$ cat src/rtl/mem_port_arbiter.sv
// Arbitrates one single-port, 1-cycle-latency memory between instruction fetch and data access.
// Data has priority over fetch, but a streak counter forces a fetch grant so fetch cannot starve.
module mem_port_arbiter #(
  parameter int ADDR_W       = 14,
  parameter int STARVE_LIMIT = 4
) (
  input  logic              clk,
  input  logic              rst,
  input  logic              if_req,
  input  logic [ADDR_W-1:0] if_addr,
  output logic              if_gnt,
  output logic              if_rvalid,
  output logic [31:0]       if_rdata,
  output logic              stall_if,
  input  logic              d_req,
  input  logic [ADDR_W-1:0] d_addr,
  input  logic [3:0]        d_we,
  input  logic [31:0]       d_wdata,
  output logic              d_gnt,
  output logic              d_rvalid,
  output logic [31:0]       d_rdata,
  output logic              mem_en,
  output logic [ADDR_W-1:0] mem_addr,
  output logic [3:0]        mem_we,
  output logic [31:0]       mem_din,
  input  logic [31:0]       mem_dout
);

  localparam int DATA_W = 32;
  localparam logic [3:0] LIMIT = 4'(STARVE_LIMIT);

  typedef enum logic [1:0] {
    OWN_NONE  = 2'd0,
    OWN_FETCH = 2'd1,
    OWN_DATA  = 2'd2
  } owner_t;

  owner_t              resp_owner_p1, resp_owner_nxt;
  logic [3:0]          streak_p1, streak_nxt;
  logic [DATA_W-1:0]   if_hold_p1, d_hold_p1;
  logic                force_if;

  function automatic logic [3:0] sat_inc(input logic [3:0] v);
    if (v >= LIMIT) sat_inc = LIMIT;
    else            sat_inc = v + 4'd1;
  endfunction

  // Stage p0: combinational grant and memory drive
  assign force_if = (streak_p1 == LIMIT);
  assign d_gnt    = d_req & ~(if_req & force_if);
  assign if_gnt   = if_req & ~d_gnt;
  assign stall_if = if_req & ~if_gnt;
  assign mem_en   = if_gnt | d_gnt;
  assign mem_addr = d_gnt ? d_addr : (if_gnt ? if_addr : '0);
  assign mem_we   = d_gnt ? d_we : 4'd0;
  assign mem_din  = d_gnt ? d_wdata : '0;

  always_comb begin
    streak_nxt     = streak_p1;
    resp_owner_nxt = OWN_NONE;
    if (if_gnt)                      resp_owner_nxt = OWN_FETCH;
    else if (d_gnt && d_we == 4'd0)  resp_owner_nxt = OWN_DATA;
    if (if_gnt || !if_req)           streak_nxt = 4'd0;
    else if (d_gnt)                  streak_nxt = sat_inc(streak_p1);
  end

  // Stage p1: response tag and streak state
  always_ff @(posedge clk) begin
    if (rst) begin
      streak_p1     <= 4'd0;
      resp_owner_p1 <= OWN_NONE;
    end else begin
      streak_p1     <= streak_nxt;
      resp_owner_p1 <= resp_owner_nxt;
    end
  end

  // Hold registers keep the last returned word visible after rvalid drops
  always_ff @(posedge clk) begin
    if (rst) begin
      if_hold_p1 <= '0;
      d_hold_p1  <= '0;
    end else begin
      if (resp_owner_p1 == OWN_FETCH) if_hold_p1 <= mem_dout;
      if (resp_owner_p1 == OWN_DATA)  d_hold_p1  <= mem_dout;
    end
  end

  assign if_rvalid = (resp_owner_p1 == OWN_FETCH);
  assign d_rvalid  = (resp_owner_p1 == OWN_DATA);
  assign if_rdata  = if_rvalid ? mem_dout : if_hold_p1;
  assign d_rdata   = d_rvalid  ? mem_dout : d_hold_p1;

endmodule

$ cat config.mk
export PLATFORM = sky130hd
export DESIGN_NAME = mem_port_arbiter
export DESIGN_NICKNAME = d
export VERILOG_FILES = /design/src/rtl/mem_port_arbiter.sv
export SDC_FILE = /design/constraint.sdc
export NUM_CORES = 1
export LEC_CHECK = 0
export BUFFER_PORTS_ARGS = -buffer_cell sky130_fd_sc_hd__buf_4
export CAP_MARGIN = 25
export CORE_MARGIN = 4
export CORE_UTILIZATION = 30
export DETAILED_ROUTE_END_ITERATION = 16
export PLACE_DENSITY_LB_ADDON = 0.15
export SLEW_MARGIN = 20
export SYNTH_ARGS = -nofsm -noshare
export SYNTH_HDL_FRONTEND = slang
export SYNTH_SLANG_ARGS = --single-unit
$ cat constraint.sdc
create_clock -name clk -period 1.8 [get_ports clk]
set_clock_uncertainty 0.15 [all_clocks]
set_input_delay 0 -clock clk [delete_from_list [all_inputs] [get_ports clk]]
set_output_delay 0 -clock clk [all_outputs]
set_load 0.01 [all_outputs]
Word-level counts from Yosys, hierarchy flattened --
Index checks and enable logic that the tools add are counted. W data, S select, Z words.
Cells by class: equality and inequality tests 3, add/subtract/negate cells 1, order comparisons 1, mux-type cells 9, bitwise operators 8, reduce and logical (&&, ||, !) cells 6
Operator list (number):
- $mux W32 | 3
- $mux W14 | 2
- $mux W4 | 2
- $add A4 B1 Y4 const B | 1
- $and A1 B1 Y1 | 4
- $eq A4 B3 Y1 const B | 1
- $ge A4 B3 Y1 const B | 1
- $logic_not A4 Y1 | 1
- $reduce_or A2 Y1 | 2
- $not A1 Y1 | 3
- $eq A2 B1 Y1 const B | 1
- $eq A2 B2 Y1 const B | 1
- $mux W2 | 1
- $logic_and A1 B1 Y1 | 1
- $logic_not A1 Y1 | 1
- $logic_or A1 B1 Y1 | 1
- $mux W1 | 1
- $or A1 B1 Y1 | 1
Word-level totals: flip-flop bits (word level) 70, word-level logic and storage cells 33, output and inout bits 120

Longest topological paths before layout --
depth after elaboration 8, depth in mapped cells 7, gate-level depth less buffers 5

Worst setup path before layout --
OpenSTA, ideal clock, no wires.
path kind register -> register, from register resp_owner_p1[0], to register if_hold_p1[16], setup slack 315 ps, required time 1522 ps, setup time 128 ps, clock period less this slack 1485 ps, data arrival time 1207 ps, cell stages (with the launch flop) 6, buffers on the path 2, path through dfxtp_1 > nor2b_1 > buf_2 > buf_6 > mux2_4 > nor2b_1
Between the ends: cells in the longest elaborated chain, start to end 2
Ends and longest elaborated chain:
- start, declared | line 38 | owner_t resp_owner_p1, resp_owner_nxt;
- start signal, assigned | line 74 | resp_owner_p1 <= resp_owner_nxt;
- $eq A2 B1 Y1
- via if_rvalid | line 12 | output logic if_rvalid,
- $mux W32
- via if_rdata[16] | line 13 | output logic [31:0] if_rdata,
- end signal, assigned | line 84 | if (resp_owner_p1 == OWN_FETCH) if_hold_p1 <= mem_dout;
- end, declared | line 40 | logic [DATA_W-1:0] if_hold_p1, d_hold_p1;
The timed path passes the listed nets, and every way through them passes these cells. A chain may end at the register's enable or synchronous reset.

Final worst setup path --
from register streak_p1[0], to output port mem_addr[4]
Between the ends: cells in the longest elaborated chain, start to end 8
Ends and longest elaborated chain:
- start, declared | line 39 | logic [3:0] streak_p1, streak_nxt;
- start signal, assigned | line 73 | streak_p1 <= streak_nxt;
- $eq A4 B3 Y1 (*) | line 49 | assign force_if = (streak_p1 == LIMIT);
- $and A1 B1 Y1 (*) | line 50 | assign d_gnt = d_req & ~(if_req & force_if);
- $not A1 Y1 (*) | line 50
- $and A1 B1 Y1 (*) | line 50
- $not A1 Y1 | line 51 | assign if_gnt = if_req & ~d_gnt;
- $and A1 B1 Y1 | line 51
- $mux W14 | line 54 | assign mem_addr = d_gnt ? d_addr : (if_gnt ? if_addr : '0);
- $mux W14 (*) | line 54
- end, declared | line 23 | output logic [ADDR_W-1:0] mem_addr,
Every way passes the cells marked *; elsewhere a longest branch is shown, timed or not.

==> run summary <==
GRT overflow -> 0
Fillers -> 1,058
Worst Min Path Start -> d_wdata[25]
Reg2Reg Setup Slack -> 300 ps
Wirelength, routed -> 11,100 um
Clk pin slew, worst setup/hold paths -> 50 ps
Clock Sinks -> 70
Die ar. -> 13,400 um2
Max Fanout on Critical Path -> 7
Internal power -> 0.00324 W
Hold WC Path Type -> in2out
Number of CTS-inserted buffers -> 9
H-tree Lvls -> 3
Reg2reg start -> resp_owner_p1[0]
Drt first pass iters -> 5
Crit path launch type -> flop
Fin crit period -> 1760 ps
Clk buf depth -> 2
CP arrival -> 1610 ps
DR DRC count -> 0
Initial antenna violation count -> 0
Net switching power -> 0.000980 W
Hold Worst Slack -> 170 ps
VDD IR-drop max -> 0.392 mV
DP HPWL -> 7890 um
Max-cap violations -> 0
Worst Path Required -> 1650 ps
Fin crit share -> 97.6%
Synthesized area -> 3490 um2
Status -> finished, final reports clean
Synthesis-to-finish area growth -> 75.1%
Crit path cell chain -> inv_2 > ha_4 > nand4b_4 > and2_4 > clkbuf_16 > o21ai_4 > buf_6
DRT iter0 DRCs -> 80
Synth cell types -> 24
YS warnings -> 0
Vias in the first global route -> 3,389
GRT busiest layer -> met2
Largest net degree at the start of global routing -> 38
Met1 Use GR -> 17.0%
Pwr per Cell Area -> 690 nW/um2
Leakage -> 3.11 nW
Crit Path Category -> reg2out
Finish-stage setup viols -> 0
Mapped Cells -> 329
Pwr Total -> 0.00422 W
Final Hold Viols -> 0
Gpl congestion -> 0.852
Register area share after synthesis -> 40.1%
Layout cells sized above 1 -> 57.2%
Hold Path End -> mem_din[25]
M2 GR Usage -> 28.8%
RR Endpoint -> if_hold_p1[30]
Port Buffers -> 219
Row count -> 39
Die Span Y -> 116 um
Vias -> 3,284
Slowest-stage cell, CP -> dfxtp_2
Post-synthesis area per instance -> 10.6 um2
Routed len/inst -> 15.2 um
Clock root buffer -> clkbuf_16
Total GRT Usage -> 15.6%
Register area -> 1400 um2
Worst reg-to-reg path cell count -> 4
Final net count -> 683
Hold-critical path depth -> 3
Core Region -> 11,400 um2
First-pass GRT wire length -> 16,600 um
Comb power frac -> 19.7%
CP Capture Type -> primary output
CP max stage delay -> 320 ps
Number of synthesized register bits -> 70
Mapped Nets -> 431
Slew Viols, Final -> 0
Clk_lat worst skew -> 320 ps
Area of the multi-input gates -> 1990 um2
Initial Util -> 30.6%
Switch share -> 23.2%
CTS tree -> yes
FMAX -> 0.569 GHz
DRT antenna net count -> 0
Die W -> 116 um
Clock share of power -> 42.6%
RSZ-0062 raised after global routing -> yes
Met3 usage -> 5.17%
DR vias/cell -> 4.50
Seq pwr share -> 37.8%
Diode count -> 0
IO Pins -> 220
-- power by group through the flow --
stage	registers (W)	clock network (W)	logic, W
after floorplan	0.00162	0	0.000321
after global placement	0.00163	0	0.000727
after detailed placement	0.00163	0	0.000731
after CTS	0.00159	0.00186	0.000805
after global routing	0.00160	0.00193	0.000896
final	0.00159	0.00180	0.000830
-- per-layer routing --
metal  routed length (um)  vias to the layer above
met4                  115                        0
met5                    0                        -
met2                 5870                      132
met3                  835                        9
li1                     -                     1613
met1                 4240                     1530
-- what timing repair did --
item	4_1_cts	5_1_grt
gates resized for setup	4	29
hold endpoints to repair	67	0
buffers inserted	1	2
pin swaps	1	7
endpoints found under the setup margin	20	47
hold buffers	38	0
cloned	0	1
-- cells in the mapped netlist (all sizes together) --
master / n / share of area (%)
inv: 3 / 0.32
and3: 40 / 7.2
nand3: 14 / 2.0
buf: 13 / 3.3
and2: 1 / 0.18
nor2: 3 / 0.32
mux2: 64 / 27
or2: 1 / 0.18
nand2: 14 / 1.5
clkbuf: 17 / 1.8
nand2b: 2 / 0.36
conb: 1 / 0.11
ha: 2 / 0.72
nor2b: 66 / 12
dfxtp: 70 / 40
nor3: 2 / 0.29
o21ai: 14 / 2.0
nand4b: 1 / 0.68
o311ai: 1 / 0.25
-- worst max-delay path, delay by kind of cell (launching register included) --
family                   cells  cell delay [ps]
buffers and inverters        3              360
flip-flops                   1              320
AO/OA/AOI/OAI                1              140
adder cells (fa/ha/maj)      1              140
AND/OR/NAND/NOR              2              330
-- worst max-delay path by stage --
stage | startpoint | end | slack (ps) | cells after the start
floorplan | resp_owner_p1[0] | if_hold_p1[16] | 320 | 5
detailed placement | streak_p1[0] | mem_addr[4] | 240 | 7
global placement | streak_p1[0] | mem_addr[2] | 310 | 7
finish | streak_p1[0] | mem_addr[4] | 40 | 7
CTS | streak_p1[0] | mem_addr[3] | -10 | 7
global route | streak_p1[0] | mem_addr[13] | -20 | 7
-- kinds of logic after synthesis --
group                    synth area share (%)
multiplexers                             26.9
AO/OA/AOI/OAI                            2.26
adder cells (fa/ha/maj)                 0.716
AND/OR/NAND/NOR                          24.5
flip-flops                               40.1
other                                   0.107
buffers and inverters                    5.48
-- cells in the final DEF (no fill, tap or decap), types with 3 or more instances in the layout --
master	synthesis	layout
clkbuf_16	0	10
dlygate4sd3_1	0	38
mux2_2	6	6
o21ai_2	0	10
nand2_1	14	14
mux2_4	58	58
buf_4	1	223
nand3_1	14	14
dfxtp_1	70	68
buf_12	0	5
and3_1	40	40
nor2b_1	66	64
nor2_1	3	3
buf_6	8	4
-- final cells by class --
class	instances	share of cell area, %
inverter	3	0.184
sequential	70	22.9
timing repair buffer	271	36.4
clock inverter	4	0.879
clock buffer	12	4.19
multi-input combinational	226	32.5
tap	143	2.92
-- registers in the layout (all words and copies together), names as in the netlist --
| name | count |
|---|---|
| d_hold_p1 | 32 |
| if_hold_p1 | 32 |
| resp_owner_p1 | 2 |
| streak_p1 | 4 |
-- through the flow --
stage	std cells	setup slack [ps]	area (um2)	setup TNS, ps	util [%]
after detailed placement	671	237	5290	0	46.3
after CTS	726	-13.1	5990	-37.1	52.4
final	729	43.1	6120	0	53.6
after floorplan	329	315	3490	0	-
after global placement	671	314	5290	0	46.3
after global routing	729	-22.5	6120	-64.7	53.6
No activity file was read; power rests on OpenSTA's default activity.
